File: config.mk
export PLATFORM = sky130hd
export DESIGN_NAME = lfsr_clk_gen
export DESIGN_NICKNAME = d
export VERILOG_FILES = /design/src/rtl/lfsr_clk_pkg.sv /design/src/rtl/lfsr_clk_gen_lfsr8_step.sv /design/src/rtl/lfsr_clk_gen.sv
export SDC_FILE = /design/constraint.sdc
export NUM_CORES = 1
export LEC_CHECK = 0
export BUFFER_PORTS_ARGS = -buffer_cell sky130_fd_sc_hd__buf_2
export CAP_MARGIN = 20
export CELL_PAD_IN_SITES_DETAIL_PLACEMENT = 1
export CELL_PAD_IN_SITES_GLOBAL_PLACEMENT = 2
export CORE_AREA = 2 2 114 116
export DETAILED_ROUTE_END_ITERATION = 8
export DIE_AREA = 0 0 116 118
export PLACE_DENSITY = 0.79
export SLEW_MARGIN = 40
export SYNTH_ARGS = -nofsm -noshare
export SYNTH_HDL_FRONTEND = slang
export SYNTH_SLANG_ARGS = --single-unit
File: constraint.sdc
create_clock -name clk -period 2.4 [get_ports clk]
set_input_delay 0.36 -clock clk [delete_from_list [all_inputs] [get_ports clk]]
set_output_delay 0.36 -clock clk [all_outputs]
set_load 0.05 [all_outputs]
File: src/rtl/lfsr_clk_pkg.sv
// Shared constants for the LFSR clock generator: register map, CTRL bits,
// LFSR tap mask and the lockup-avoidance seed substitute.
package lfsr_clk_pkg;

   localparam logic [1:0] ADDR_CTRL    = 2'd0;
   localparam logic [1:0] ADDR_DIVISOR = 2'd1;
   localparam logic [1:0] ADDR_SEED    = 2'd2;
   localparam logic [1:0] ADDR_STATUS  = 2'd3;

   localparam int CTRL_EN_BIT   = 0;
   localparam int CTRL_LOAD_BIT = 1;

   // Feedback taps at bits 7,5,4,3: x^8+x^6+x^5+x^4+1
   localparam logic [7:0] LFSR_TAPS     = 8'hB8;
   localparam logic [7:0] LFSR_ZERO_SUB = 8'h01;

   function automatic logic [7:0] lfsr_next(input logic [7:0] s);
      return {s[6:0], ^(s & LFSR_TAPS)};
   endfunction

   function automatic logic [7:0] seed_safe(input logic [7:0] s);
      return (s == 8'h00) ? LFSR_ZERO_SUB : s;
   endfunction

endpackage

File: src/rtl/lfsr_clk_gen_lfsr8_step.sv
// 8-bit Fibonacci LFSR register with seed load (priority over step) and
// all-zero seed substitution.
module lfsr8_step
   import lfsr_clk_pkg::*;
#(
   parameter logic [7:0] RESET_SEED = 8'h01
) (
   input  logic       clk,
   input  logic       reset,
   input  logic       i_step,
   input  logic       i_load,
   input  logic [7:0] i_seed,
   output logic [7:0] o_lfsr
);

   logic [7:0] r_lfsr;
   logic [7:0] w_next;

   always_comb begin
      w_next = r_lfsr;
      if (i_load)
         w_next = seed_safe(i_seed);
      else if (i_step)
         w_next = lfsr_next(r_lfsr);
   end

   always_ff @(posedge clk) begin
      if (reset)
         r_lfsr <= seed_safe(RESET_SEED);
      else
         r_lfsr <= w_next;
   end

   assign o_lfsr = r_lfsr;

endmodule

File: src/rtl/lfsr_clk_gen.sv
// Avalon-MM programmable clock divider whose rising edges advance an 8-bit
// LFSR; exposes the divided level and LFSR state to a downstream PIO.
module lfsr_clk_gen
   import lfsr_clk_pkg::*;
#(
   parameter int         DIV_W      = 24,
   parameter logic [7:0] RESET_SEED = 8'h01
) (
   input  logic        clk,
   input  logic        reset,
   input  logic [1:0]  address,
   input  logic        chipselect,
   input  logic        write_n,
   input  logic [31:0] writedata,
   output logic [31:0] readdata,
   output logic        lfsr_clk,
   output logic [7:0]  lfsr_data,
   output logic [7:0]  out_port
);

   logic             r_enable;
   logic [DIV_W-1:0] r_divisor;
   logic [7:0]       r_seed;
   logic [DIV_W-1:0] r_cnt;
   logic             r_lfsr_clk;
   logic [31:0]      r_readdata;

   logic        w_wr;
   logic        w_wr_ctrl;
   logic        w_wr_div;
   logic        w_wr_seed;
   logic        w_load;
   logic        w_toggle;
   logic        w_step;
   logic [7:0]  w_lfsr;
   logic [31:0] w_rd_mux;
   logic        w_unused_wdata;

   assign w_wr      = chipselect && !write_n;
   assign w_wr_ctrl = w_wr && (address == ADDR_CTRL);
   assign w_wr_div  = w_wr && (address == ADDR_DIVISOR);
   assign w_wr_seed = w_wr && (address == ADDR_SEED);
   assign w_load    = w_wr_ctrl && writedata[CTRL_LOAD_BIT];

   // A divisor write restarts the half period, so it suppresses any toggle
   assign w_toggle = r_enable && !w_wr_div && (r_cnt == r_divisor);
   assign w_step   = w_toggle && !r_lfsr_clk;

   assign w_unused_wdata = ^writedata;

   always_ff @(posedge clk) begin
      if (reset) begin
         r_enable  <= 1'b0;
         r_divisor <= '0;
         r_seed    <= RESET_SEED;
      end else begin
         if (w_wr_ctrl) r_enable  <= writedata[CTRL_EN_BIT];
         if (w_wr_div)  r_divisor <= writedata[DIV_W-1:0];
         if (w_wr_seed) r_seed    <= writedata[7:0];
      end
   end

   always_ff @(posedge clk) begin
      if (reset) begin
         r_cnt      <= '0;
         r_lfsr_clk <= 1'b0;
      end else if (w_wr_div) begin
         r_cnt <= '0;
      end else if (w_toggle) begin
         r_cnt      <= '0;
         r_lfsr_clk <= ~r_lfsr_clk;
      end else if (r_enable) begin
         r_cnt <= r_cnt + DIV_W'(1);
      end
   end

   // Load samples the stored seed, so a same-cycle SEED write only affects later loads
   lfsr8_step #(
      .RESET_SEED (RESET_SEED)
   ) u_lfsr (
      .clk    (clk),
      .reset  (reset),
      .i_step (w_step),
      .i_load (w_load),
      .i_seed (r_seed),
      .o_lfsr (w_lfsr)
   );

   always_comb begin
      w_rd_mux = '0;
      case (address)
         ADDR_CTRL:    w_rd_mux[CTRL_EN_BIT] = r_enable;
         ADDR_DIVISOR: w_rd_mux[DIV_W-1:0]   = r_divisor;
         ADDR_SEED:    w_rd_mux[7:0]         = r_seed;
         ADDR_STATUS: begin
            w_rd_mux[15:8] = w_lfsr;
            w_rd_mux[1]    = r_enable;
            w_rd_mux[0]    = r_lfsr_clk;
         end
         default: ;
      endcase
   end

   always_ff @(posedge clk) begin
      if (reset)
         r_readdata <= '0;
      else
         r_readdata <= w_rd_mux;
   end

   assign readdata  = r_readdata;
   assign lfsr_clk  = r_lfsr_clk;
   assign lfsr_data = w_lfsr;
   assign out_port  = {6'b0, w_lfsr[0], r_lfsr_clk};

endmodule

==> metrics.md <==
| Metric | Value |
|---|---|
| Congestion Overflow GR | 0 |
| FFs w/ async S/R, synth | 0% |
| Post-synth top flop | dfxtp_1 |
| Reg power frac | 47.0% |
| Post-route minimum period | 2023 ps |
| Total negative slack | 0 ps |
| HPWL Detailed | 7843 microns |
| Gr busiest metal | met2 |
| H-Tree Depth | 3 |
| Initial Utilization | 31.61% |
| Fin. Hold Viols | 0 |
| DRT Pass-1 Iters | 4 |
| Leak Pwr | 1.881 nW |
| Pin count of the biggest net entering global routing | 31 |
| Worst-path clk slew | 60 ps |
| CP arrival | 2250 ps |
| Fillers | 1,504 |
| Cell Rows | 41 |
| Met1 Use GR | 20.87% |
| IO Pins | 87 |
| Area of the core | 0.01241 sq mm |
| Layout cell share with drive strength beyond 1 | 18.06% |
| DIE AREA | 0.01369 sq mm |
| Tightest Pin Transition | 609.6 ps |
| Combinational share of power | 8.6% |
| Fmax | 494.4 MHz |
| First-pass GRT wire length | 16,790 microns |
| Critical path required time | 2620 ps |
| Via count | 3,252 |
| Area of the multi-input gates | 0.001921 sq mm |
| Routed Antenna Nets | 0 |
| Worst Setup Start Kind | register |
| M2 GR Usage | 25.55% |
| Clock sink count | 90 |
| Post-cts gate resize count | 0 |
| Tcrit/Tclk final | 84.27% |
| Gpl congestion | 0.7964 |
| Diodes inserted | 0 |
| Number of flops mapped to enable cells by yosys | 0 |
| Mapped Area | 0.003924 sq mm |
| First-iteration detailed-routing DRC count | 233 |
| Maximum VDD drop | 0.3114 mV |
| HP Class | in2reg |
| Setup crit end kind | register |
| Synthesized area per cell | 8.624 sq um |
| Clk_lat worst skew | 340 ps |
| RSZ-0062 raised after global routing | no |
| Slew Limit Fails | 0 |
| Slowest CP cell | or4_4 |
| CP Cell Sequence | xnor2_1 > nand4_1 > or4_4 > o21ai_4 > buf_4 > nor2_1 |
| Clock network power share | 44.4% |
| NetSw | 0.8188 mW |
| Syn-to-layout area delta | 18.46% |
| Met3 Resource Use GR | 3.450% |
| Vias in the first global route | 3,200 |
| Die height | 118 microns |
| Internal power | 2.452 mW |
| Reg area | 0.001802 sq mm |
| CTS buffer count | 9 |
| Final Util | 37.44% |
| Sequential share of the synthesized area | 45.92% |
| Post-CTS Hold Fix Bufs | 0 |
| Port Buf Inserts | 64 |
| PwrDens | 703.6 mW/mm^2 |
| Critical path's top delay family | simple AND/OR/NAND/NOR gates |
| Crit Path Class | reg2reg |
| Sw Share | 25.03% |
| Tot GR Track Use | 15.86% |
| Initial antenna violation count | 0 |
| CTS tree | yes |
| Max-capacitance violation count | 0 |
| Total wire length | 10,620 microns |
| #FFs+latches synth | 90 |
| Worst Clk Skew | 6.251 ps |
| DRC viols | 0 |
| Via density | 4.734 |
| Synthesized instance count | 455 |
| Max FO, Critical Path | 24 |
| Ys Warns | 0 |
| Unique masters post-synth | 37 |
| Final setup violation count | 0 |
| Relative slew slack | 59.25% |
| Clk root buf | clkbuf_16 |
| Wire per inst | 15.46 microns |
| # nets final | 555 |
| Worst Path Buf+Inv | 1 |
| Deepest clock path buffer count | 2 |
| Status | complete, no violations |
| CP peak stage delay | 610 ps |
| Post-CTS Setup Repair Bufs | 0 |
| Die Wd | 116 microns |
-- cells in the mapped netlist, types with 5 or more instances --
cell / instances / area (sq um)
dfxtp_1: 90 / 1802
nand2_1: 66 / 247.7
nor2_1: 50 / 187.7
a21oi_1: 42 / 210.2
xnor2_1: 28 / 245.2
xor2_1: 22 / 192.7
buf_4: 19 / 142.6
nand3_1: 18 / 90.09
a22oi_1: 14 / 105.1
clkbuf_1: 14 / 52.55
and2_1: 9 / 56.30
a211oi_1: 8 / 60.06
nand2b_1: 8 / 50.05
ha_1: 6 / 75.07
nand4_1: 6 / 37.54
o21ai_0: 6 / 30.03
buf_2: 5 / 25.02
inv_1: 5 / 18.77
nor3_1: 5 / 25.02
nor4_1: 5 / 31.28
-- layout make-up --
class,count,area share [%]
Multi-Input combinational cell,332,41.32
Sequential cell,90,38.76
Timing Repair Buffer,73,8.345
Clock buffer,11,5.437
Tap cell,172,4.630
Clock inverter,4,1.104
Inverter,5,0.4038
-- cell usage in the layout, fill, tap and decap left out, drive strengths merged, types with 6 or more instances in the layout --
cell type and n:
a21oi 42, nand2b 8, a22oi 14, nand2 66
o21ai 8, a211oi 8, clkbuf 11, nand4 6
xor2 22, conb 14, nand3 19, nor2 50
and2 9, buf 73, ha 6, dfxtp 90
xnor2 28, nor4 6
-- power groups by stage --
stage / Combinational, mW / Sequential [mW] / Clock (mW)
2_1_floorplan: 0.193 / 1.59 / 0
3_3_place_gp: 0.277 / 1.57 / 0
3_5_place_dp: 0.282 / 1.57 / 0
4_1_cts: 0.284 / 1.54 / 1.49
5_1_grt: 0.306 / 1.54 / 1.55
6_report: 0.281 / 1.54 / 1.45
-- cell families (layout without fill, tap and decap cells) --
family	Yosys count	after routing	synth area share [%]
xor+xnor	50	50	11.16
simple gates	183	183	21.91
fa+ha+maj	6	6	1.913
flops	90	90	45.92
other cells	1	14	0.09557
compound gates	76	76	11.86
mux	3	3	0.7653
buf+inv	46	93	6.378
-- per-layer routing --
layer  routed length (microns)  part of all wire [%]
met3                       487                   4.6
met1                      4953                    47
met5                         0                     0
met4                       114                   1.1
met2                      5064                    48
-- final timing paths --
kind | from | end | slack (ps) | depth (start not counted)
setup reg to reg | r_cnt[9] | r_cnt[23] | 380 | 6
setup / recovery | r_cnt[9] | r_cnt[23] | 380 | 6
hold / removal | writedata[19] | r_divisor[19] | 260 | 3
hold reg to reg | r_divisor[19] | r_divisor[19] | 490 | 2
-- metrics by stage --
stage	total power, mW	cell area, sq um	worst slack (ps)	hold slack [ps]	cells
after global placement	1.849	4344	336.6	472.6	672
after global routing	3.399	4648	224.8	255.1	687
final	3.271	4648	377.5	255.6	687
after CTS	3.311	4648	344.6	246.2	687
after floorplan	1.787	3973	437.8	456.2	468
after detailed placement	1.854	4344	277.5	479.8	672
-- worst register-to-register path: stages, from the launching register on --
cell and delay, ps:
dfxtp_1 430, xnor2_1 160, nand4_1 190, or4_4 610, o21ai_4 130, buf_4 280, nor2_1 110
-- registers in the layout, summed over array words and instances, names as in the netlist --
register / count
lfsr_clk: 1
r_cnt: 24
r_divisor: 24
r_enable: 1
r_seed: 8
readdata: 24
u_lfsr.o_lfsr: 8
No activity file was read; power rests on OpenSTA's default activity.
